`src/rtl/i2s_pkg.sv`:
```
// i2s_pkg: shared framing modes and counter-width helper for the I2S transmitter
package i2s_pkg;
  localparam int MODE_I2S = 0;
  localparam int MODE_LJ  = 1;
  function automatic int cw(input int n);
    return (n > 1) ? $clog2(n) : 1;
  endfunction
endpackage

```
`src/rtl/i2s_frame_fifo.sv`:
```
// i2s_frame_fifo: synchronous FIFO of {left, right} stereo frames
module i2s_frame_fifo
  import i2s_pkg::*;
#(
  parameter int WIDTH = 32,
  parameter int DEPTH = 4
) (
  input  logic             clk,
  input  logic             rst_n,
  input  logic             push,
  input  logic             pop,
  input  logic [WIDTH-1:0] wr_data,
  output logic             full,
  output logic             empty,
  output logic [WIDTH-1:0] data
);
  localparam int AW = cw(DEPTH);
  logic [WIDTH-1:0] mem_q [DEPTH];
  logic [AW-1:0]    wp_q, rp_q;
  logic [AW:0]      cnt_q;
  assign full  = cnt_q == (AW+1)'(DEPTH);
  assign empty = cnt_q == '0;
  assign data  = mem_q[rp_q];
  // Frame storage; contents need no reset since the count gates visibility.
  always_ff @(posedge clk) begin
    if (push) mem_q[wp_q] <= wr_data;
  end
  // Pointers and occupancy; push and pop in one clk are both honoured.
  always_ff @(posedge clk) begin
    if (!rst_n) begin
      wp_q  <= '0;
      rp_q  <= '0;
      cnt_q <= '0;
    end else begin
      if (push) wp_q <= wp_q + AW'(1);
      if (pop) rp_q <= rp_q + AW'(1);
      cnt_q <= cnt_q + {{AW{1'b0}}, push} - {{AW{1'b0}}, pop};
    end
  end
endmodule

```
`src/rtl/i2s_tx.sv`:
```
// i2s_tx: stereo I2S / left-justified serialiser with frame FIFO and integer bclk divider
module i2s_tx
  import i2s_pkg::*;
#(
  parameter int SAMPLE_W   = 16,
  parameter int SLOT_W     = 32,
  parameter int BCLK_DIV   = 6,
  parameter int FIFO_DEPTH = 4,
  parameter int MODE       = MODE_I2S
) (
  input  logic                clk,
  input  logic                rst_n,
  input  logic [SAMPLE_W-1:0] sample_left,
  input  logic [SAMPLE_W-1:0] sample_right,
  input  logic                sample_valid,
  output logic                sample_ready,
  input  logic                mute,
  output logic                bclk,
  output logic                lrclk,
  output logic                din,
  output logic                underrun
);
  localparam int DW = cw(BCLK_DIV);
  localparam int PW = cw(2*SLOT_W);
  localparam logic [PW-1:0] P_LAST = PW'(2*SLOT_W-1);
  if (SLOT_W < SAMPLE_W) begin : g_chk_slot
    $error("i2s_tx: SLOT_W must be >= SAMPLE_W");
  end
  if (BCLK_DIV < 2) begin : g_chk_div
    $error("i2s_tx: BCLK_DIV must be >= 2");
  end
  if (FIFO_DEPTH < 2 || (FIFO_DEPTH & (FIFO_DEPTH-1)) != 0) begin : g_chk_depth
    $error("i2s_tx: FIFO_DEPTH must be a power of two >= 2");
  end
  logic [DW-1:0]         div_q, div_d;
  logic [PW-1:0]         p_q, p_d, off;
  logic                  bclk_q, bclk_d, lr_q, lr_d, din_q, din_d, ur_q, ur_d;
  logic [2*SAMPLE_W-1:0] frame_q, frame_d, head;
  logic [SAMPLE_W-1:0]   word, shifted;
  logic                  tick, fall, load, full, empty, push, pop;
  assign sample_ready = rst_n & ~full;
  assign push         = sample_valid & sample_ready;
  assign pop          = load & ~empty;
  assign bclk         = bclk_q;
  assign lrclk        = lr_q;
  assign din          = din_q;
  assign underrun     = ur_q;
  i2s_frame_fifo #(.WIDTH(2*SAMPLE_W), .DEPTH(FIFO_DEPTH)) u_fifo (
    .clk     (clk),
    .rst_n   (rst_n),
    .push    (push),
    .pop     (pop),
    .wr_data ({sample_left, sample_right}),
    .full    (full),
    .empty   (empty),
    .data    (head)
  );
  // Divider, bit position and frame load; din/lrclk are computed from the post-fall position.
  always_comb begin
    tick    = div_q == DW'(BCLK_DIV-1);
    fall    = tick & bclk_q;
    div_d   = tick ? '0 : div_q + DW'(1);
    bclk_d  = bclk_q ^ tick;
    p_d     = !fall ? p_q : (p_q == P_LAST) ? '0 : p_q + PW'(1);
    load    = fall & (p_d == '0);
    frame_d = !load ? frame_q : empty ? '0 : head;
    ur_d    = load & empty;
    off     = (p_d >= PW'(SLOT_W)) ? p_d - PW'(SLOT_W) : p_d;
    word    = (p_d >= PW'(SLOT_W)) ? frame_d[SAMPLE_W-1:0] : frame_d[2*SAMPLE_W-1 -: SAMPLE_W];
    shifted = word << off;
    din_d   = fall ? ~mute & shifted[SAMPLE_W-1] : din_q;
    lr_d    = !fall ? lr_q :
              (MODE == MODE_LJ) ? p_d >= PW'(SLOT_W) :
              (p_d >= PW'(SLOT_W-1)) && (p_d <= PW'(2*SLOT_W-2));
  end
  // Serial-side state register.
  always_ff @(posedge clk) begin
    if (!rst_n) begin
      div_q   <= '0;
      p_q     <= P_LAST;
      bclk_q  <= 1'b0;
      lr_q    <= MODE == MODE_LJ;
      din_q   <= 1'b0;
      ur_q    <= 1'b0;
      frame_q <= '0;
    end else begin
      div_q   <= div_d;
      p_q     <= p_d;
      bclk_q  <= bclk_d;
      lr_q    <= lr_d;
      din_q   <= din_d;
      ur_q    <= ur_d;
      frame_q <= frame_d;
    end
  end
endmodule

```
`config.mk`:
```
export PLATFORM = sky130hd
export DESIGN_NAME = i2s_tx
export DESIGN_NICKNAME = d
export VERILOG_FILES = /design/src/rtl/i2s_pkg.sv /design/src/rtl/i2s_frame_fifo.sv /design/src/rtl/i2s_tx.sv
export SDC_FILE = /design/constraint.sdc
export NUM_CORES = 1
export LEC_CHECK = 0
export BUFFER_PORTS_ARGS = -buffer_cell sky130_fd_sc_hd__buf_4
export CELL_PAD_IN_SITES_DETAIL_PLACEMENT = 1
export CELL_PAD_IN_SITES_GLOBAL_PLACEMENT = 2
export CORE_MARGIN = 2
export CORE_UTILIZATION = 40
export DETAILED_ROUTE_END_ITERATION = 16
export PLACE_DENSITY = 0.86
export SYNTH_ARGS = -nofsm -noshare
export SYNTH_HDL_FRONTEND = slang
export SYNTH_SLANG_ARGS = --single-unit
```
`constraint.sdc`:
```
create_clock -name clk -period 3.2 [get_ports clk]
set_input_delay 0.16 -clock clk [delete_from_list [all_inputs] [get_ports clk]]
set_output_delay 0.16 -clock clk [all_outputs]
set_load 0.01 [all_outputs]
```
==> impl_metrics.toml <==
[outcome]
status = "completed"

[global_route]
grt_antenna_before_repair = 0
track_usage_pct = 17.2
grt_first_pass_wirelength_mm = 26.0
vias_in_the_first_global_route = 4841
grt_overflow_total = 0
grt_start_max_net_pins = 42

[clocking]
clock_path_buffers = 2
cts.sinks = 182
clk_root_buffer_cell = "clkbuf_16"
h_tree_depth = 4
cts.reportedPaths.clkPinSlew_ps = 60
clock_latency_ps = 430
total_cts_buffers = 17
cts_tree = "built"

[finish]
drive_gt1_share_pct = 25.1
area.growth.synth_to_final_pct = 20.5
final_common_cell = "edfxtp_1"
fin_cells = 823
layout_common_cells = "128 x edfxtp_1, 61 x buf_4, 50 x dfxtp_1"
fin_nets = 628
antenna_diode_count = 0
layout.core_utilization_pct = 49.5

[placement]
dp.cells = 756
gp_congestion = 0.894
hpwl_mm = 9.94
io_buffer_count = 40

[synth]
synth-simple-area-share_pct = 9.10
synth_fp_nets = 546
synth_xor_xnor_area_share_pct = 1.40
synth-compound-area-share_pct = 6.14
synth_adder_area_share_pct = 1.96
ys_seq_elements = 182
fraction_of_synthesis_flops_using_an_asynchronous_set_or_reset_pin_pct = 0
synth_cells = 499
synth-seq-area-share_pct = 66.6
synth.largest_area_cell = "edfxtp_1"
avgSynthCellArea_um2 = 14.8
yosys-mux-area-fraction_pct = 12.3
yosys-top-cells-area = "edfxtp_1 52%, dfxtp_1 15%, mux4_2 9.7%"
yosys_most_used_dff = "edfxtp_1"
synth.lib_cells_used.distinct = 56
synth.top_cell.area_share_pct = 52.0
main_combinational_cell_family_by_area_after_synthesis = "multiplexers"
netlist_area_um2 = 7400
yosysWarningCount = 0
synth-edff-count = 128

[route]
antenna_violating_nets_remaining = 0
route.vias.total = 4386
firstDrtPassIters = 4
drcViolationCount = 0
drt_iter0_drc = 314
avgRoutedWirePerCell_um = 19.3
avgViaCountPerCell = 5.33
route.final.wire_length_mm = 15.9

[timing]
finalClockSkew_ps = 10.6
period_share_pct = 95.0
finalHoldViolCount = 0
post-route-min-period_ps = 3040
worst_slew_pin_slew_ps = 643
max_freq_mhz = 329
rsz0062_at_grt = "true"
finalMaxSlewViolations = 0
finalSetupViolCount = 0
max_slew_margin_pct = 57.1

[worst_setup_path]
worst-setup-path-type = "reg -> reg"
cp.arrival_ps = 3330
kind_of_end_point_of_the_critical_path = "register"
critical_path_peak_fanout = 6
reg2reg_setup_slack_ps = 160
cp-start-kind = "register"
timing.critical_path.required_ps = 3490

[run]
maxCapViolations = 0

[pwr]
p_per_area_nw_per_um2 = 528
power.ir.vdd_worst_v = 0.000431
power.leakage_nw = 3.00
power_consumption_mw = 4.71

[die]
initial_core_util_pct = 41.0
die_height_um = 140
fp.dieW_um = 140
floorplan.die_area_um2 = 19600
core_region_area_um2 = 18000
io-pin-count = 41
std_cell_rows = 49

[hold_path]
hp-class = "in -> reg"
-- cell usage after synthesis, drive strengths merged, types with 2 or more instances --
| cell type | n |
|---|---|
| and3 | 4 |
| dfxtp | 54 |
| or3 | 3 |
| o41ai | 2 |
| o31ai | 2 |
| inv | 8 |
| a21oi | 34 |
| o21bai | 3 |
| mux2i | 12 |
| a22oi | 2 |
| nand4 | 4 |
| edfxtp | 128 |
| clkbuf | 15 |
| xnor2 | 6 |
| nand2 | 46 |
| buf | 16 |
| nor2 | 23 |
| mux2 | 6 |
| a211oi | 4 |
| mux4 | 32 |
| nand3 | 28 |
| ha | 10 |
| or2 | 2 |
| xor2 | 5 |
| a311oi | 2 |
| nand3b | 3 |
| and3b | 4 |
| a31oi | 2 |
| o21ai | 11 |
| nand2b | 4 |
| and2 | 9 |
-- critical path, cell delays in order, from the launching register on --
cell	delay (ps)
dfxtp_2	330
inv_1	50
ha_2	170
and2_4	160
ha_4	180
buf_4	170
nand3b_1	120
mux2i_2	90
nor2_2	160
nor2_2	70
and2_4	160
ha_1	260
inv_1	40
ha_2	170
fa_2	380
xnor2_2	180
xnor2_1	140
nor2_1	60
-- state kept, by name, summed over array words and instances (netlist names), named ones only --
register / cells
u_fifo.mem_q: 128
frame_q: 32
p_q: 6
div_q: 3
u_fifo.cnt_q: 3
u_fifo.rp_q: 2
u_fifo.wp_q: 2
bclk: 1
din: 1
lrclk: 1
underrun: 1
-- layer usage --
metal  vias up  global-route usage (%)  part of all wire [%]
li1       2056                       -                     -
met1      2236                    21.0                    43
met2        80                    30.0                    53
met3        14                    4.17                   3.0
met4         0                    5.95                   1.5
met5         -                       0                     0
-- area by class of cell --
type                    instances  area, µm²
fillers                      1786       9110
flip-flops and latches        182       4930
multi-input cells             277       2360
repair buffers                 94        788
clock buffers                  21        440
well taps                     229        287
clock inverters                11       77.6
inverters                       9       33.8
-- worst paths after layout --
kind / startpoint / endpoint / cells after the start
setup / recovery: div_q[1] / u_fifo.cnt_q[2] / 17
hold / removal: sample_valid / u_fifo.wp_q[1] / 3
setup reg to reg: div_q[1] / u_fifo.cnt_q[2] / 17
hold reg to reg: div_q[0] / div_q[0] / 1
-- timing repair --
item,CTS,global route
endpoints found under the setup margin,1,3
setup buffers,1,1
hold buffers,33,0
endpoints found under the hold margin,134,0
resized for setup,4,14
pin swaps,1,5
-- through the flow --
step | hold slack [ps] | setup WS (ps) | setup TNS [ps] | area, µm²
after CTS | 171 | 16.4 | 0 | 8860
after detailed placement | 363 | -118 | -118 | 7980
after floorplan | 259 | 37.5 | 0 | 7400
after global placement | 358 | 153 | 0 | 7980
after global routing | 205 | -46.5 | -46.5 | 8920
final | 201 | 160 | 0 | 8920
-- power breakdown --
group / leakage (nW) / switching (mW) / internal, mW
sequential: 1.60 / 0.0196 / 2.58
combinational: 1.16 / 0.138 / 0.112
clock: 0.245 / 0.863 / 0.996
-- logic make-up (layout without fill, tap and decap cells) --
family / after synthesis / after routing
DFF: 182 / 182
adders and majority gates: 11 / 11
xor gates and xnor gates: 11 / 11
buffers and inverters: 40 / 135
and+or+nand+nor: 135 / 135
muxes: 50 / 50
AOI/OAI and AO/OA: 70 / 70
(Power assumes the default switching activity.)
